## src/rtl/id_hazard_scoreboard_pkg.sv

```systemverilog
// Shared constants, FSM encoding and shadow-stage record for the ID hazard scoreboard.
// Also holds the register-dependence helpers used by the hazard detector.
package id_hazard_scoreboard_pkg;

    localparam logic [4:0] ZERO_REG = 5'd0;

    typedef enum logic [1:0] {
        IDLE     = 2'd0,
        MD_START = 2'd1,
        MD_WAIT  = 2'd2
    } md_state_t;

    typedef struct packed {
        logic       valid;
        logic [4:0] rd;
        logic       reg_write;
        logic       mem_read;
    } shadow_t;

    localparam shadow_t SHADOW_EMPTY = '{valid: 1'b0, rd: 5'd0, reg_write: 1'b0, mem_read: 1'b0};

    // True when an ID source register names the live, non-zero destination of s.
    function automatic logic src_match(input shadow_t s, input logic [4:0] rs1, input logic [4:0] rs2,
                                       input logic use1, input logic use2);
        return s.valid && (s.rd != ZERO_REG) &&
               ((use1 && (rs1 == s.rd)) || (use2 && (rs2 == s.rd)));
    endfunction

    // A dependent stage blocks ID if its value is not yet forwardable for this consumer:
    // on_load selects "producer is a load", on_write selects "producer writes at all".
    function automatic logic stage_blocks(input shadow_t s, input logic [4:0] rs1, input logic [4:0] rs2,
                                          input logic use1, input logic use2,
                                          input logic on_load, input logic on_write);
        return src_match(s, rs1, rs2, use1, use2) &&
               ((on_load && s.mem_read) || (on_write && s.reg_write));
    endfunction

endpackage

```

## src/rtl/id_hazard_scoreboard_shadow_stage.sv

```systemverilog
// One shadow pipeline register of the hazard scoreboard (used for EX and MEM).
// hold keeps the contents, bubble inserts an empty slot, otherwise load_val is captured.
module hazard_shadow_stage
    import id_hazard_scoreboard_pkg::*;
(
    input  logic    clk,
    input  logic    rst_n,
    input  logic    hold,
    input  logic    bubble,
    input  shadow_t load_val,
    output shadow_t q
);

    // Shadow register with hold priority over bubble over load.
    always_ff @(posedge clk or negedge rst_n) begin
        if (!rst_n) begin
            q <= SHADOW_EMPTY;
        end else if (hold) begin
            q <= q;
        end else if (bubble) begin
            q <= SHADOW_EMPTY;
        end else begin
            q <= load_val;
        end
    end

endmodule

```

## src/rtl/id_hazard_scoreboard.sv

```systemverilog
// ID-stage hazard scoreboard: detects hazards forwarding cannot cover, drives
// stall/bubble/freeze, sequences the mul/div handshake and counts stall cycles.
module id_hazard_scoreboard
    import id_hazard_scoreboard_pkg::*;
#(
    parameter int PERF_W = 16
) (
    input  logic              clk,
    input  logic              rst_n,
    input  logic              valid_id,
    input  logic [4:0]        rs1_id,
    input  logic [4:0]        rs2_id,
    input  logic              use_rs1_id,
    input  logic              use_rs2_id,
    input  logic [4:0]        rd_id,
    input  logic              reg_write_id,
    input  logic              mem_read_id,
    input  logic              branch_id,
    input  logic              jalr_id,
    input  logic              md_id,
    input  logic              flush_id,
    input  logic              md_done,
    output logic              stall_pc,
    output logic              stall_ifid,
    output logic              bubble_idex,
    output logic              freeze,
    output logic              md_start,
    output logic [PERF_W-1:0] stall_cnt
);

    shadow_t   ex_r;
    shadow_t   mem_r;
    shadow_t   id_entry_s;
    md_state_t state_r;
    md_state_t state_next_s;

    logic live_s;
    logic ctrl_s;
    logic use_rs2_eff_s;
    logic hazard_s;
    logic launch_s;
    logic freeze_s;
    logic md_start_s;
    logic stall_s;

    // jalr has no rs2 operand, so its rs2 field never creates a dependence.
    assign live_s        = valid_id && !flush_id;
    assign ctrl_s        = branch_id || jalr_id;
    assign use_rs2_eff_s = use_rs2_id && !jalr_id;

    // EX term covers load-use and branch-on-EX; MEM term covers branch-on-load-in-MEM.
    assign hazard_s = live_s &&
        (stage_blocks(ex_r,  rs1_id, rs2_id, use_rs1_id, use_rs2_eff_s, 1'b1,   ctrl_s) ||
         stage_blocks(mem_r, rs1_id, rs2_id, use_rs1_id, use_rs2_eff_s, ctrl_s, 1'b0));

    assign launch_s   = valid_id && md_id && !hazard_s && !flush_id;
    assign id_entry_s = '{valid: 1'b1, rd: rd_id, reg_write: reg_write_id, mem_read: mem_read_id};

    hazard_shadow_stage u_ex_stage (
        .clk      (clk),
        .rst_n    (rst_n),
        .hold     (freeze_s),
        .bubble   (hazard_s || flush_id || !valid_id),
        .load_val (id_entry_s),
        .q        (ex_r)
    );

    hazard_shadow_stage u_mem_stage (
        .clk      (clk),
        .rst_n    (rst_n),
        .hold     (freeze_s),
        .bubble   (1'b0),
        .load_val (ex_r),
        .q        (mem_r)
    );

    // Mul/div sequencer state register.
    always_ff @(posedge clk or negedge rst_n) begin
        if (!rst_n) begin
            state_r <= IDLE;
        end else begin
            state_r <= state_next_s;
        end
    end

    // Mul/div sequencer next state and freeze/start controls.
    always_comb begin
        state_next_s = state_r;
        freeze_s     = 1'b0;
        md_start_s   = 1'b0;
        case (state_r)
            IDLE: begin
                if (launch_s) begin
                    state_next_s = MD_START;
                end else begin
                    state_next_s = IDLE;
                end
            end
            MD_START: begin
                md_start_s   = 1'b1;
                freeze_s     = 1'b1;
                state_next_s = MD_WAIT;
            end
            MD_WAIT: begin
                // The done cycle already behaves as IDLE, so a queued md op launches without a gap.
                if (md_done) begin
                    freeze_s     = 1'b0;
                    state_next_s = launch_s ? MD_START : IDLE;
                end else begin
                    freeze_s     = 1'b1;
                    state_next_s = MD_WAIT;
                end
            end
            default: begin
                state_next_s = IDLE;
            end
        endcase
    end

    assign stall_s     = hazard_s || freeze_s;
    assign stall_pc    = stall_s;
    assign stall_ifid  = stall_s;
    assign bubble_idex = (hazard_s || flush_id) && !freeze_s;
    assign freeze      = freeze_s;
    assign md_start    = md_start_s;

    // Saturating count of cycles with the PC held.
    always_ff @(posedge clk or negedge rst_n) begin
        if (!rst_n) begin
            stall_cnt <= {PERF_W{1'b0}};
        end else if (stall_s && (stall_cnt != {PERF_W{1'b1}})) begin
            stall_cnt <= stall_cnt + {{(PERF_W-1){1'b0}}, 1'b1};
        end else begin
            stall_cnt <= stall_cnt;
        end
    end

endmodule

```

## config.mk

```make
export PLATFORM = sky130hd
export DESIGN_NAME = id_hazard_scoreboard
export DESIGN_NICKNAME = d
export VERILOG_FILES = /design/src/rtl/id_hazard_scoreboard_pkg.sv /design/src/rtl/id_hazard_scoreboard_shadow_stage.sv /design/src/rtl/id_hazard_scoreboard.sv
export SDC_FILE = /design/constraint.sdc
export NUM_CORES = 1
export LEC_CHECK = 0
export ABC_AREA = 1
export BUFFER_PORTS_ARGS = -buffer_cell sky130_fd_sc_hd__buf_2
export CORE_AREA = 2 2 65 67
export CTS_CLUSTER_DIAMETER = 50
export CTS_CLUSTER_SIZE = 16
export DETAILED_ROUTE_END_ITERATION = 8
export DIE_AREA = 0 0 67 69
export PLACE_DENSITY = 0.83
export SLEW_MARGIN = 15
export SYNTH_ARGS = -nofsm -noshare
export SYNTH_HDL_FRONTEND = slang
export SYNTH_SLANG_ARGS = --single-unit
```

## constraint.sdc

```tcl
create_clock -name clk -period 4.6 [get_ports clk]
set_input_delay 0.92 -clock clk [delete_from_list [all_inputs] [get_ports clk]]
set_output_delay 0.92 -clock clk [all_outputs]
set_load 0.02 [all_outputs]
```

Yosys cells after proc, flatten, opt, wreduce, memory -nomap -nowiden
Cells that the tools add are included.
Storage, ports and cells
  logic and storage cells: 60
  output and inout port bits: 21
  register bits: 33
  bits of input ports: 27
Cells by class
  equal/unequal tests: 7
  reduce and logical (&&, ||, !) cells: 36
  multiplexer cells: 7
  add/subtract/negate cells: 1
Operators with widths (number)
  $eq 5x5->1: 4
  $logic_and 1x1->1: 20
  $add 16x1->16 const B: 1
  $ne 16x16->1 const B: 1
  $reduce_bool 5->1: 2
  $logic_or 1x1->1: 8
  $mux 8: 1
  $pmux 2 s3: 1
  $logic_not 1->1: 5
  $mux 1: 3
  $eq 2x1->1 const B: 1
  $eq 2x2->1 const B: 1
  $logic_not 2->1: 1
  $mux 2: 1
  $pmux 1 s2: 1

Longest topological paths before layout
Gate-level depths: netlist (run 1).
  word-level depth: 14
  mapped depth: 14
  mapped depth without buffers: 13

Cells and area by module
From an unflattened synthesis (run 1), not the netlist that was laid out.
Unflattened totals
  cells, all modules: 330
  area, all modules: 2245.9 µm²
By module, submodules not included
  id_hazard_scoreboard: area each 1602.8 µm², times used 1, cells an instance 262
  hazard_shadow_stage: area each 321.6 µm², times used 2, cells an instance 34

Worst setup path before layout (run 1)
OpenSTA, ideal clock, no wires.
  path kind: input port to output port
  from: input port jalr_id
  to: output port stall_pc
  arrival time: 1.951 ns
  slack: 1.729 ns
  buffers on the path: 2
  cell stages on the path: 11
  cell sequence: or2_1 nand2_1 nand2_1 nand2_1 nor2_1 nand2_2 nand2_4 nand2_4 nand2_8 buf_6 buf_4
Between the ends
  cells in the longest elaborated chain, start to end: 9
  elaborated cells on any way between the ends: 17
  classes of those cells: 17 x reduce/logical
Ends and longest elaborated chain
  start, declared: line id_hazard_scoreboard.sv:19  | input logic jalr_id,
  $logic_not 1->1: line id_hazard_scoreboard.sv:49  | assign use_rs2_eff_s = use_rs2_id && !jalr_id;
  $logic_and 1x1->1: line id_hazard_scoreboard.sv:49
  $logic_and 1x1->1: line id_hazard_scoreboard_pkg.sv:26  | ((use1 && (rs1 == s.rd)) || (use2 && (rs2 == s.rd)));
  $logic_or 1x1->1: line id_hazard_scoreboard_pkg.sv:26
  $logic_and 1x1->1: line id_hazard_scoreboard_pkg.sv:25  | return s.valid && (s.rd != ZERO_REG) &&
  $logic_and 1x1->1: line id_hazard_scoreboard_pkg.sv:34  | return src_match(s, rs1, rs2, use1, use2) &&
  $logic_or 1x1->1 (*): line id_hazard_scoreboard.sv:53  | (stage_blocks(ex_r, rs1_id, rs2_id, use_rs1_id, use_rs2_eff_s, 1'b1, ctrl_s) ||
  $logic_and 1x1->1 (*): line id_hazard_scoreboard.sv:52  | assign hazard_s = live_s &&
  $logic_or 1x1->1 (*): line id_hazard_scoreboard.sv:120  | assign stall_s = hazard_s || freeze_s;
  end, declared: line id_hazard_scoreboard.sv:23  | output logic stall_pc,
Mark *: on every way between the ends. The rest lies on a longest branch, timed or not.

Worst setup path after layout (run 1)
  from: input port jalr_id
  to: output port stall_ifid
Between the ends
  cells in the longest elaborated chain, start to end: 9
  elaborated cells on any way between the ends: 17
  classes of those cells: 17 x reduce/logical
Ends and longest elaborated chain
  $logic_not 1->1: line id_hazard_scoreboard.sv:49
  $logic_and 1x1->1: line id_hazard_scoreboard.sv:49
  $logic_and 1x1->1: line id_hazard_scoreboard_pkg.sv:26
  $logic_or 1x1->1: line id_hazard_scoreboard_pkg.sv:26
  $logic_and 1x1->1: line id_hazard_scoreboard_pkg.sv:25
  $logic_and 1x1->1: line id_hazard_scoreboard_pkg.sv:34
  $logic_or 1x1->1 (*): line id_hazard_scoreboard.sv:53
  $logic_and 1x1->1 (*): line id_hazard_scoreboard.sv:52
  $logic_or 1x1->1 (*): line id_hazard_scoreboard.sv:120
  end, declared: line id_hazard_scoreboard.sv:24  | output logic stall_ifid,
Marks and branches as above.

==> flow_results.xml, run 1 <==
<?xml version="1.0" encoding="UTF-8"?>
<metrics>
  <group name="synthesis">
    <metric name="yosys.cell_types.count" unit="">27</metric>
    <metric name="mappedNetlistNets" unit="">349</metric>
    <metric name="synth_ff_type" unit="">sky130_fd_sc_hd__dfrtp_1</metric>
    <metric name="netlist_area" unit="um^2">2170</metric>
    <metric name="ys_seq_elements" unit="">33</metric>
    <metric name="synthArstFlopShare" unit="%">100</metric>
    <metric name="synth_sequential_area_ratio" unit="%">38.0</metric>
    <metric name="synth_top_cell_by_area" unit="">sky130_fd_sc_hd__dfrtp_1</metric>
    <metric name="yosysWarningCount" unit="">0</metric>
    <metric name="synthCells" unit="">317</metric>
    <metric name="synth_area_per_cell" unit="um^2">6.86</metric>
    <metric name="number_of_enable_flip_flop_cells_after_synthesis" unit="">0</metric>
    <metric name="synth_area_leaders" unit="">sky130_fd_sc_hd__dfrtp_1 38%, sky130_fd_sc_hd__nand2_1 22%, sky130_fd_sc_hd__nand3_1 6.4%, sky130_fd_sc_hd__inv_1 4.8%, sky130_fd_sc_hd__nor2_1 4.5%</metric>
    <metric name="yosysTopAreaCellShare" unit="%">38.0</metric>
    <metric name="synth_commonest_cells" unit="">129 x sky130_fd_sc_hd__nand2_1, 33 x sky130_fd_sc_hd__dfrtp_1, 28 x sky130_fd_sc_hd__inv_1, 28 x sky130_fd_sc_hd__nand3_1, 26 x sky130_fd_sc_hd__nor2_1</metric>
    <metric name="post-synth-top-count-cell" unit="">sky130_fd_sc_hd__nand2_1</metric>
  </group>
  <group name="clock_tree">
    <metric name="clk_transition_reported_paths" unit="ns">0.07</metric>
    <metric name="cts_root_buf" unit="">sky130_fd_sc_hd__clkbuf_8</metric>
    <metric name="maximum_clock_path_buffer_count" unit="">2</metric>
    <metric name="ctsResizeCount" unit="">0</metric>
    <metric name="cts_tree" unit="">built</metric>
    <metric name="ctsHtreeMaxLevel" unit="">2</metric>
    <metric name="numCtsBuffers" unit="">5</metric>
    <metric name="ctsHoldBuffers" unit="">0</metric>
    <metric name="clkLatencyLatePin" unit="ns">0.29</metric>
    <metric name="postCtsSetupBuffers" unit="">0</metric>
    <metric name="cts.sinks" unit="">33</metric>
  </group>
  <group name="hold_path">
    <metric name="min_delay_path_depth" unit="">2</metric>
    <metric name="holdPathEnd" unit="">u_ex_stage.q[0]$_DFFE_PN0N_</metric>
    <metric name="origin_of_the_worst_min_delay_path" unit="">u_ex_stage.q[0]$_DFFE_PN0N_</metric>
    <metric name="timing.hold.worst.class" unit="">register to register</metric>
  </group>
  <group name="floorplan">
    <metric name="start_util" unit="%">55.6</metric>
    <metric name="i_o_pins" unit="">48</metric>
    <metric name="die_w" unit="um">67</metric>
    <metric name="floorplan.die.height" unit="um">69</metric>
    <metric name="design.die.area" unit="um^2">4620</metric>
    <metric name="std_cell_rows" unit="">23</metric>
    <metric name="floorplan.core_area" unit="um^2">3910</metric>
  </group>
  <group name="critical_path">
    <metric name="reg2reg_from" unit="">stall_cnt[0]$_DFFE_PN0P_</metric>
    <metric name="crit_required" unit="ns">3.68</metric>
    <metric name="worstPathArrival" unit="ns">2.15</metric>
    <metric name="timing.critical_path.to_type" unit="">primary output</metric>
    <metric name="timing.critical_path.fanout_max" unit="">19</metric>
    <metric name="rrSetupSlack" unit="ns">2.55</metric>
    <metric name="worst_r2r_endpoint" unit="">stall_cnt[15]$_DFFE_PN0P_</metric>
    <metric name="critPathLaunchType" unit="">input pin</metric>
    <metric name="path_class" unit="">input pin to primary output</metric>
    <metric name="worst_r2r_path_depth" unit="">7</metric>
  </group>
  <group name="cells_and_area">
    <metric name="final_layout_size_suffix_gt1_share" unit="%">20.4</metric>
    <metric name="design.final.nets" unit="">398</metric>
    <metric name="multi_input_comb_area" unit="um^2">1160</metric>
    <metric name="n_fill_cell" unit="">388</metric>
    <metric name="regArea" unit="um^2">826</metric>
    <metric name="syn_to_final_growth" unit="%">16.1</metric>
    <metric name="layoutNonFillerInstCount" unit="">417</metric>
    <metric name="n_antenna_cell" unit="">0</metric>
    <metric name="final_design_area_no_fill" unit="um^2">2520</metric>
  </group>
  <group name="global_routing">
    <metric name="global_route.usage.met2" unit="%">39.6</metric>
    <metric name="grt.busiest_layer" unit="">met2</metric>
    <metric name="pin_count_of_the_biggest_net_entering_global_routing" unit="">34</metric>
    <metric name="global_route_wire_length_before_repair" unit="um">8790</metric>
    <metric name="use_met3" unit="%">5.71</metric>
    <metric name="grt_overflow_total" unit="">0</metric>
    <metric name="via_count_of_the_first_global_routing_pass" unit="">2031</metric>
    <metric name="grt_usage" unit="%">24.3</metric>
    <metric name="grt_antenna_before_repair" unit="">0</metric>
    <metric name="met1_usage" unit="%">31.3</metric>
  </group>
  <group name="placement">
    <metric name="place_area" unit="um^2">2440</metric>
    <metric name="placement.io_buffers" unit="">47</metric>
    <metric name="detailedPlacementHpwl" unit="um">3770</metric>
    <metric name="numPlacedInstances" unit="">409</metric>
    <metric name="detailedPlace.worstSlack" unit="ns">1.52</metric>
    <metric name="finalWeightedCongestion" unit="">0.917</metric>
  </group>
  <group name="routing">
    <metric name="drt_drc_violations_left" unit="">0</metric>
    <metric name="drt_iter0_drc" unit="">160</metric>
    <metric name="detailroute.via_count" unit="">2129</metric>
    <metric name="ant_nets" unit="">0</metric>
    <metric name="vias_per_cell" unit="">5.11</metric>
    <metric name="avgRoutedWirePerCell" unit="um">12.0</metric>
    <metric name="first_pass_iters" unit="">4</metric>
    <metric name="finalWirelength" unit="um">5000</metric>
  </group>
  <group name="sta">
    <metric name="timing.slew.headroom" unit="%">52.4</metric>
    <metric name="setup_ws" unit="ns">1.53</metric>
    <metric name="final-max-slew-violation-count" unit="">0</metric>
    <metric name="worst_skew" unit="ns">0.00626</metric>
    <metric name="report.final.hold_viol_count" unit="">0</metric>
    <metric name="fin_crit_sh" unit="%">66.6</metric>
    <metric name="finalSetupTns" unit="ns">0</metric>
    <metric name="worst_slew_pin_slew" unit="ns">0.714</metric>
    <metric name="setup_viol" unit="">0</metric>
    <metric name="final.min_clock_period" unit="ns">3.07</metric>
    <metric name="max_freq" unit="MHz">326</metric>
    <metric name="unrepaired_setup_endpoints_after_global_routing" unit="">false</metric>
  </group>
  <group name="flow_run">
    <metric name="number_of_max_cap_violations" unit="">0</metric>
  </group>
  <group name="pwr">
    <metric name="leakagePower" unit="nW">1.44</metric>
    <metric name="power.density_cell_area" unit="nW/um^2">266</metric>
    <metric name="power.total" unit="mW">0.670</metric>
    <metric name="worst_ir_drop_vdd" unit="V">0.000154</metric>
  </group>
  <group name="outcome">
    <metric name="result_of_the_run" unit="">complete, no violations</metric>
  </group>
</metrics>
[sequential cells by signal (all words and copies together), names as in the netlist]
signal	count
u_ex_stage.q	8
stall_cnt	16
state_r	2
u_mem_stage.q	7
[worst max-delay path, stage by stage]
cell                      delay [ns]
sky130_fd_sc_hd__buf_2          0.10
sky130_fd_sc_hd__nor2_1         0.16
sky130_fd_sc_hd__nand2_1        0.07
sky130_fd_sc_hd__nor2_1         0.10
sky130_fd_sc_hd__nand3_1        0.08
sky130_fd_sc_hd__nand2_1        0.10
sky130_fd_sc_hd__nand2_2        0.07
sky130_fd_sc_hd__nand2_4        0.08
sky130_fd_sc_hd__nand2_4        0.10
sky130_fd_sc_hd__nand2_8        0.17
sky130_fd_sc_hd__buf_2          0.19
[layout by cell type (no fill, tap or decap)]
cell type / synthesis / layout
sky130_fd_sc_hd__inv_1: 28 / 28
sky130_fd_sc_hd__buf_2: 1 / 47
sky130_fd_sc_hd__buf_4: 1 / 1
sky130_fd_sc_hd__nor2_1: 26 / 26
sky130_fd_sc_hd__or2_1: 1 / 1
sky130_fd_sc_hd__nand3_2: 1 / 1
sky130_fd_sc_hd__nand4_1: 9 / 9
sky130_fd_sc_hd__nor3_2: 1 / 1
sky130_fd_sc_hd__nor3_1: 5 / 5
sky130_fd_sc_hd__nand3_1: 28 / 28
sky130_fd_sc_hd__a21oi_1: 3 / 3
sky130_fd_sc_hd__nand3b_1: 1 / 1
sky130_fd_sc_hd__clkinvlp_4: 0 / 1
sky130_fd_sc_hd__clkbuf_8: 0 / 5
sky130_fd_sc_hd__nand2_8: 1 / 1
sky130_fd_sc_hd__nor4_1: 3 / 3
sky130_fd_sc_hd__o21ai_1: 1 / 1
sky130_fd_sc_hd__nand2_4: 3 / 3
sky130_fd_sc_hd__xnor2_1: 4 / 4
sky130_fd_sc_hd__nand2_2: 2 / 2
sky130_fd_sc_hd__nor2_2: 1 / 1
sky130_fd_sc_hd__ha_1: 5 / 5
sky130_fd_sc_hd__o21ai_0: 6 / 6
sky130_fd_sc_hd__nand2_1: 129 / 129
sky130_fd_sc_hd__clkinv_2: 0 / 2
sky130_fd_sc_hd__xor2_1: 10 / 10
sky130_fd_sc_hd__inv_2: 10 / 10
sky130_fd_sc_hd__dfrtp_1: 33 / 33
[metrics by stage]
step | util, % | hold slack [ns]
CTS | 64.5 | 0.497
global placement | 62.3 | 0.466
detailed placement | 62.3 | 0.479
global route | 64.5 | 0.539
finish | 64.5 | 0.495
floorplan | - | 0.449
[final cells by class]
cell class	count	area share, %
multi-input combinational	240	46.1
sequential	33	32.7
timing repair buffer	48	9.62
inverter	38	5.65
clock buffer	5	2.73
tap	50	2.48
clock inverter	3	0.694
[routing by layer]
layer | routed length (um) | vias to the layer above
met3 | 269 | 8
met5 | 0 | -
met4 | 61 | 0
li1 | - | 1088
met1 | 2190 | 971
met2 | 2480 | 62
[worst max path at each step]
stage            start           to
4_1_cts        jalr_id     stall_pc
3_5_place_dp   jalr_id     stall_pc
6_report       jalr_id   stall_ifid
5_1_grt        jalr_id  bubble_idex
2_1_floorplan  jalr_id     stall_pc
3_3_place_gp   jalr_id     stall_pc
[report_power, final]
group	internal (mW)	leakage [nW]	switching (mW)
Clock	0.104	0.0439	0.110
Combinational	0.0458	0.952	0.0781
Sequential	0.309	0.448	0.0226
Total	0.459	1.44	0.211
[kinds of logic after synthesis]
logic type                 synth area share (%)
buffers and inverters                      8.52
AOI/OAI and AO/OA                          2.30
DFF                                        38.0
adders and majority gates                  2.88
and+or+nand+nor                            42.7
xor gates and xnor gates                   5.64
Note: power is estimated with default switching activity, not from simulation.
==> inputs of run 2 (changes only) <==
--- a/config.mk
+++ b/config.mk
@@ -7,12 +7,12 @@
 export LEC_CHECK = 0
 export ABC_AREA = 1
 export BUFFER_PORTS_ARGS = -buffer_cell sky130_fd_sc_hd__buf_2
-export CORE_AREA = 2 2 65 67
+export CORE_AREA = 2 2 70 72
 export CTS_CLUSTER_DIAMETER = 50
 export CTS_CLUSTER_SIZE = 16
 export DETAILED_ROUTE_END_ITERATION = 8
-export DIE_AREA = 0 0 67 69
-export PLACE_DENSITY = 0.83
+export DIE_AREA = 0 0 72 74
+export PLACE_DENSITY = 0.75
 export SLEW_MARGIN = 15
 export SYNTH_ARGS = -nofsm -noshare
 export SYNTH_HDL_FRONTEND = slang
==> constraint.sdc (replaced) <==
create_clock -name clk -period 2.5 [get_ports clk]
set_input_delay 0.5 -clock clk [delete_from_list [all_inputs] [get_ports clk]]
set_output_delay 0.5 -clock clk [all_outputs]
set_load 0.02 [all_outputs]
==> flow_results.xml, run 2 (synthesis results as in run 1) <==
<?xml version="1.0" encoding="UTF-8"?>
<metrics>
  <group name="outcome">
    <metric name="result_of_the_run" unit="">complete, no violations</metric>
  </group>
  <group name="critical_path">
    <metric name="path_class" unit="">register to primary output</metric>
    <metric name="cpLargestDelayFamily" unit="">simple AND/OR/NAND/NOR gates</metric>
    <metric name="timing.critical_path.fanout_max" unit="">19</metric>
    <metric name="crit_path_max_incr_delay" unit="ns">0.40</metric>
    <metric name="crit_required" unit="ns">2.00</metric>
    <metric name="worstPathArrival" unit="ns">1.77</metric>
    <metric name="worst_path_cell_trace" unit="">inv_2, nand2_1, nand2_1, nor2_1, nand3_1, nand2_1, nand2_2, nand2_4, nand2_4, nand2_8, buf_2</metric>
    <metric name="crit_path_frequent_cell" unit="">sky130_fd_sc_hd__nand2_1</metric>
    <metric name="critPathLaunchType" unit="">register</metric>
    <metric name="critical_path.slowest_cell" unit="">sky130_fd_sc_hd__dfrtp_1</metric>
    <metric name="worstPathBufferInverterCount" unit="">2</metric>
    <metric name="timing.critical_path.to_type" unit="">primary output</metric>
  </group>
  <group name="sta">
    <metric name="timing.slew.headroom" unit="%">50.4</metric>
    <metric name="worst_skew" unit="ns">0.00810</metric>
    <metric name="final.min_clock_period" unit="ns">2.27</metric>
    <metric name="unrepaired_setup_endpoints_after_global_routing" unit="">false</metric>
    <metric name="fin_crit_sh" unit="%">90.9</metric>
    <metric name="fin_hold_ws" unit="ns">0.277</metric>
    <metric name="worst_slew_pin_slew" unit="ns">0.743</metric>
    <metric name="max_freq" unit="MHz">440</metric>
    <metric name="setup_viol" unit="">0</metric>
    <metric name="final-max-slew-violation-count" unit="">0</metric>
    <metric name="finalSetupTns" unit="ns">0</metric>
    <metric name="report.final.hold_viol_count" unit="">0</metric>
  </group>
  <group name="global_routing">
    <metric name="pin_count_of_the_biggest_net_entering_global_routing" unit="">34</metric>
    <metric name="via_count_of_the_first_global_routing_pass" unit="">1915</metric>
    <metric name="grt_antenna_before_repair" unit="">0</metric>
    <metric name="grt_overflow_total" unit="">0</metric>
    <metric name="global_route_wire_length_before_repair" unit="um">8580</metric>
    <metric name="grt_usage" unit="%">20.7</metric>
  </group>
  <group name="clock_tree">
    <metric name="clk_transition_reported_paths" unit="ns">0.07</metric>
    <metric name="cts_tree" unit="">built</metric>
    <metric name="postCtsSetupBuffers" unit="">0</metric>
    <metric name="numCtsBuffers" unit="">5</metric>
    <metric name="cts.sinks" unit="">33</metric>
    <metric name="ctsResizeCount" unit="">0</metric>
    <metric name="ctsHtreeMaxLevel" unit="">2</metric>
    <metric name="ctsHoldBuffers" unit="">0</metric>
    <metric name="cts_root_buf" unit="">sky130_fd_sc_hd__clkbuf_8</metric>
    <metric name="maximum_clock_path_buffer_count" unit="">2</metric>
    <metric name="clkLatencyLatePin" unit="ns">0.29</metric>
  </group>
  <group name="routing">
    <metric name="avgRoutedWirePerCell" unit="um">11.8</metric>
    <metric name="ant_nets" unit="">0</metric>
    <metric name="first_pass_iters" unit="">4</metric>
    <metric name="drt_iter0_drc" unit="">81</metric>
    <metric name="detailroute.via_count" unit="">2084</metric>
    <metric name="finalWirelength" unit="um">4980</metric>
    <metric name="drt_drc_violations_left" unit="">0</metric>
    <metric name="vias_per_cell" unit="">4.94</metric>
  </group>
  <group name="cells_and_area">
    <metric name="most-common-layout-cells" unit="">129 x sky130_fd_sc_hd__nand2_1, 47 x sky130_fd_sc_hd__buf_2, 33 x sky130_fd_sc_hd__dfrtp_1, 28 x sky130_fd_sc_hd__inv_1, 28 x sky130_fd_sc_hd__nand3_1</metric>
    <metric name="final_core_util" unit="%">55.1</metric>
    <metric name="n_antenna_cell" unit="">0</metric>
    <metric name="number_of_flip_flops_under_the_largest_register_name" unit="">16</metric>
    <metric name="n_fill_cell" unit="">476</metric>
    <metric name="final_design_area_no_fill" unit="um^2">2530</metric>
    <metric name="top_regs" unit="">stall_cnt x16, u_ex_stage.q x8, u_mem_stage.q x7</metric>
    <metric name="design.final.nets" unit="">399</metric>
    <metric name="most_common_cell_after_layout_fill_and_taps_aside" unit="">sky130_fd_sc_hd__nand2_1</metric>
    <metric name="registers.top_by_ff_count" unit="">stall_cnt</metric>
    <metric name="final_layout_size_suffix_gt1_share" unit="%">20.4</metric>
    <metric name="syn_to_final_growth" unit="%">16.5</metric>
  </group>
  <group name="pwr">
    <metric name="leakagePower" unit="nW">1.45</metric>
    <metric name="worst_ir_drop_vdd" unit="V">0.000323</metric>
    <metric name="power.density_cell_area" unit="nW/um^2">486</metric>
    <metric name="power.total" unit="mW">1.23</metric>
  </group>
  <group name="hold_path">
    <metric name="timing.hold.worst.class" unit="">input pin to async pin</metric>
  </group>
  <group name="placement">
    <metric name="finalWeightedCongestion" unit="">0.944</metric>
    <metric name="placement.io_buffers" unit="">47</metric>
    <metric name="place_area" unit="um^2">2450</metric>
    <metric name="detailedPlacementHpwl" unit="um">3790</metric>
  </group>
  <group name="floorplan">
    <metric name="die_w" unit="um">72</metric>
    <metric name="design.die.area" unit="um^2">5330</metric>
    <metric name="floorplan.die.height" unit="um">74</metric>
    <metric name="i_o_pins" unit="">48</metric>
    <metric name="floorplan.core_area" unit="um^2">4600</metric>
    <metric name="start_util" unit="%">47.3</metric>
    <metric name="std_cell_rows" unit="">25</metric>
  </group>
  <group name="flow_run">
    <metric name="number_of_max_cap_violations" unit="">0</metric>
  </group>
</metrics>
[run 2: cell count changes in the layout (fill, tap and decap cells not counted), sizes merged]
cell,delta
clkbuf,+1
buf,+1
clkinvlp,-1
[run 2: final cells by class]
class                      instances  area (um^2)  area share (%)
tap                               54         67.6            2.67
clock buffer                       6         72.6            2.87
timing repair buffer              49          250            9.88
sequential                        33          826            32.6
clock inverter                     2         10.0           0.395
multi-input combinational        240         1160            45.9
inverter                          38          143            5.63
[run 2: path summary, 6_finish.rpt]
path                            slack, ns  cells after the start                            to                          from
worst max-delay path                 0.23                     11                      stall_pc  u_mem_stage.q[6]$_DFFE_PN0N_
min in group clk                     0.45                      3   u_ex_stage.q[0]$_DFFE_PN0N_                   mem_read_id
worst max register to register       0.46                      7      stall_cnt[8]$_DFFE_PN0P_      stall_cnt[0]$_DFFE_PN0P_
worst min-delay path                 0.28                      1      stall_cnt[0]$_DFFE_PN0P_                         rst_n
worst min register to register       0.50                      2  u_mem_stage.q[0]$_DFFE_PN0N_  u_mem_stage.q[0]$_DFFE_PN0N_
max in group asynchronous            1.75                      1  u_mem_stage.q[3]$_DFFE_PN0N_                         rst_n
[run 2: worst reg2reg max path, cell delays in order, from the launching register on]
cell and delay, ns:
sky130_fd_sc_hd__dfrtp_1 0.42, sky130_fd_sc_hd__ha_1 0.23, sky130_fd_sc_hd__nand3_1 0.18, sky130_fd_sc_hd__nor2_1 0.29
sky130_fd_sc_hd__nand3_2 0.38, sky130_fd_sc_hd__nand2_4 0.32, sky130_fd_sc_hd__nand2_1 0.08, sky130_fd_sc_hd__nand2_1 0.07
[run 2: routing by layer]
layer	up-vias	track usage, %	part of all wire (%)
met2	45	36.9	50
met3	11	3.39	4.2
met1	939	25.1	44
met4	0	8.39	1.9
li1	1089	-	-
met5	-	0	0
[run 2: power breakdown]
part / switching (mW) / total (mW) / internal, mW
registers: 0.0428 / 0.612 / 0.569
logic: 0.147 / 0.232 / 0.0852
clock network: 0.195 / 0.388 / 0.193
[run 2: stage by stage]
| stage | setup slack [ns] | cells |
|---|---|---|
| 2_1_floorplan | 0.313 | 317 |
| 3_3_place_gp | 0.281 | 414 |
| 3_5_place_dp | 0.285 | 414 |
| 4_1_cts | 0.198 | 422 |
| 5_1_grt | 0.0729 | 422 |
| 6_report | 0.227 | 422 |
==> inputs of run 3 (changes only) <==
--- a/config.mk
+++ b/config.mk
@@ -7,13 +7,14 @@
 export LEC_CHECK = 0
 export ABC_AREA = 1
 export BUFFER_PORTS_ARGS = -buffer_cell sky130_fd_sc_hd__buf_2
-export CORE_AREA = 2 2 70 72
+export CORE_AREA = 2 2 71 73
 export CTS_CLUSTER_DIAMETER = 50
 export CTS_CLUSTER_SIZE = 16
 export DETAILED_ROUTE_END_ITERATION = 8
-export DIE_AREA = 0 0 72 74
+export DIE_AREA = 0 0 73 75
 export PLACE_DENSITY = 0.75
 export SLEW_MARGIN = 15
 export SYNTH_ARGS = -nofsm -noshare
 export SYNTH_HDL_FRONTEND = slang
+export SYNTH_HIERARCHICAL = 1
 export SYNTH_SLANG_ARGS = --single-unit
==> flow_results.xml, run 3 <==
<?xml version="1.0" encoding="UTF-8"?>
<metrics>
  <group name="routing">
    <metric name="avgRoutedWirePerCell" unit="um">11.9</metric>
    <metric name="detailroute.via_count" unit="">2139</metric>
    <metric name="finalWirelength" unit="um">5100</metric>
    <metric name="drt_drc_violations_left" unit="">0</metric>
    <metric name="ant_nets" unit="">0</metric>
    <metric name="first_pass_iters" unit="">4</metric>
    <metric name="drt_iter0_drc" unit="">71</metric>
    <metric name="vias_per_cell" unit="">4.97</metric>
  </group>
  <group name="sta">
    <metric name="max_freq" unit="MHz">435</metric>
    <metric name="timing.slew.headroom" unit="%">51.7</metric>
    <metric name="fin_crit_sh" unit="%">92.0</metric>
    <metric name="report.final.hold_viol_count" unit="">0</metric>
    <metric name="worst_slew_pin_slew" unit="ns">0.724</metric>
    <metric name="finalSetupTns" unit="ns">0</metric>
    <metric name="final-max-slew-violation-count" unit="">0</metric>
    <metric name="worst_skew" unit="ns">0.00318</metric>
    <metric name="setup_ws" unit="ns">0.200</metric>
    <metric name="setup_viol" unit="">0</metric>
    <metric name="final.min_clock_period" unit="ns">2.30</metric>
    <metric name="unrepaired_setup_endpoints_after_global_routing" unit="">false</metric>
  </group>
  <group name="cells_and_area">
    <metric name="top_regs" unit="">stall_cnt x16, u_ex_stage/q x8, u_mem_stage/q x7</metric>
    <metric name="registers.top_by_ff_count" unit="">stall_cnt</metric>
    <metric name="number_of_flip_flops_under_the_largest_register_name" unit="">16</metric>
    <metric name="most-common-layout-cells" unit="">150 x sky130_fd_sc_hd__nand2_1, 47 x sky130_fd_sc_hd__buf_2, 36 x sky130_fd_sc_hd__inv_1, 33 x sky130_fd_sc_hd__dfrtp_1, 27 x sky130_fd_sc_hd__nor2_1</metric>
    <metric name="n_antenna_cell" unit="">0</metric>
    <metric name="final_layout_size_suffix_gt1_share" unit="%">17.6</metric>
    <metric name="design.final.nets" unit="">408</metric>
    <metric name="syn_to_final_growth" unit="%">16.1</metric>
    <metric name="most_common_cell_after_layout_fill_and_taps_aside" unit="">sky130_fd_sc_hd__nand2_1</metric>
  </group>
  <group name="critical_path">
    <metric name="path_class" unit="">register to primary output</metric>
    <metric name="worstSetupStartpoint" unit="">state_r[0]$_DFF_PN0_</metric>
    <metric name="worstPathArrival" unit="ns">1.80</metric>
    <metric name="timing.critical_path.to_type" unit="">primary output</metric>
    <metric name="critPathLaunchType" unit="">register</metric>
    <metric name="timing.critical_path.fanout_max" unit="">18</metric>
    <metric name="reg2reg_from" unit="">stall_cnt[0]$_DFFE_PN0P_</metric>
    <metric name="crit_required" unit="ns">2.00</metric>
  </group>
  <group name="global_routing">
    <metric name="pin_count_of_the_biggest_net_entering_global_routing" unit="">34</metric>
    <metric name="grt_usage" unit="%">20.4</metric>
    <metric name="grt_overflow_total" unit="">0</metric>
    <metric name="grt_antenna_before_repair" unit="">0</metric>
    <metric name="global_route_wire_length_before_repair" unit="um">8710</metric>
    <metric name="via_count_of_the_first_global_routing_pass" unit="">2004</metric>
  </group>
  <group name="placement">
    <metric name="placement.io_buffers" unit="">47</metric>
    <metric name="detailedPlacementHpwl" unit="um">3920</metric>
    <metric name="finalWeightedCongestion" unit="">0.894</metric>
    <metric name="detailedPlace.worstSlack" unit="ns">0.303</metric>
  </group>
  <group name="synthesis">
    <metric name="mappedNetlistNets" unit="">358</metric>
    <metric name="yosysWarningCount" unit="">6</metric>
    <metric name="synth_area_per_cell" unit="um^2">6.78</metric>
    <metric name="netlist_area" unit="um^2">2210</metric>
    <metric name="synthCells" unit="">326</metric>
  </group>
  <group name="clock_tree">
    <metric name="clk_transition_reported_paths" unit="ns">0.06</metric>
    <metric name="cts_tree" unit="">built</metric>
    <metric name="ctsHtreeMaxLevel" unit="">2</metric>
    <metric name="maximum_clock_path_buffer_count" unit="">2</metric>
    <metric name="numCtsBuffers" unit="">5</metric>
    <metric name="clkLatencyLatePin" unit="ns">0.28</metric>
    <metric name="cts.sinks" unit="">33</metric>
    <metric name="postCtsSetupBuffers" unit="">0</metric>
    <metric name="cts_root_buf" unit="">sky130_fd_sc_hd__clkbuf_8</metric>
  </group>
  <group name="flow_run">
    <metric name="number_of_max_cap_violations" unit="">0</metric>
  </group>
  <group name="floorplan">
    <metric name="i_o_pins" unit="">48</metric>
    <metric name="start_util" unit="%">47.4</metric>
    <metric name="floorplan.die.height" unit="um">75</metric>
    <metric name="design.die.area" unit="um^2">5480</metric>
    <metric name="die_w" unit="um">73</metric>
    <metric name="std_cell_rows" unit="">25</metric>
    <metric name="floorplan.core_area" unit="um^2">4660</metric>
  </group>
  <group name="outcome">
    <metric name="result_of_the_run" unit="">complete, no violations</metric>
  </group>
  <group name="pwr">
    <metric name="worst_ir_drop_vdd" unit="V">0.000293</metric>
    <metric name="leakagePower" unit="nW">1.53</metric>
    <metric name="power.density_cell_area" unit="nW/um^2">483</metric>
  </group>
  <group name="hold_path">
    <metric name="timing.hold.worst.class" unit="">input pin to async pin</metric>
  </group>
</metrics>
-- run 3: cell type report --
class | instances | area (um^2)
well taps | 54 | 67.6
flip-flops and latches | 33 | 826
fillers | 446 | 2100
multi-input cells | 250 | 1200
clock buffers | 7 | 86.3
inverters | 37 | 139
repair buffers | 49 | 250
-- run 3: metal layers --
layer / up-vias / track usage (%) / share of wire, %
li1: 1096 / - / -
met1: 976 / 26.2 / 46
met2: 60 / 34.9 / 48
met3: 7 / 4.28 / 4.8
met4: 0 / 5.97 / 1.5
met5: - / 0 / 0
-- run 3: where the power goes --
group          switching (mW)  internal (mW)
combinational           0.145         0.0839
sequential             0.0479          0.565
clock                   0.179          0.218
total                   0.371          0.867
-- run 3: final timing paths --
| kind | endpoint | slack, ns | depth (start not counted) |
|---|---|---|---|
| setup / recovery | freeze | 0.20 | 8 |
| hold / removal | stall_cnt[6]$_DFFE_PN0P_ | 0.27 | 1 |
| setup reg to reg | stall_cnt[12]$_DFFE_PN0P_ | 0.47 | 9 |
| hold reg to reg | u_mem_stage/q[0]$_DFFE_PN0N_ | 0.49 | 2 |
| max in group asynchronous | state_r[0]$_DFF_PN0_ | 1.76 | 1 |
| min in group clk | u_ex_stage/q[3]$_DFFE_PN0N_ | 0.41 | 3 |
-- run 3: timing repair --
item	in CTS	in global routing
setup endpoints to repair	0	2
hold buffers	0	0
gates resized for setup	0	1
endpoints found under the hold margin	0	0
-- run 3: per-stage QoR --
stage	utilization, %	instance area, um^2	cells	power (mW)	hold WS, ns
after floorplan	-	2210	326	0.760	0.204
after global placement	53.1	2470	423	0.845	0.466
after detailed placement	53.1	2470	423	0.850	0.475
after CTS	54.9	2560	430	1.25	0.300
after global routing	55.0	2560	430	1.31	0.340
final	55.0	2560	430	1.24	0.267
-- run 3: worst max-delay path, stage by stage, from the launching register on --
cell,delay (ns)
sky130_fd_sc_hd__dfrtp_1,0.38
sky130_fd_sc_hd__inv_1,0.08
sky130_fd_sc_hd__ha_1,0.21
sky130_fd_sc_hd__a21oi_1,0.19
sky130_fd_sc_hd__inv_1,0.06
sky130_fd_sc_hd__nand2_1,0.12
sky130_fd_sc_hd__inv_1,0.08
sky130_fd_sc_hd__buf_4,0.22
sky130_fd_sc_hd__buf_2,0.19
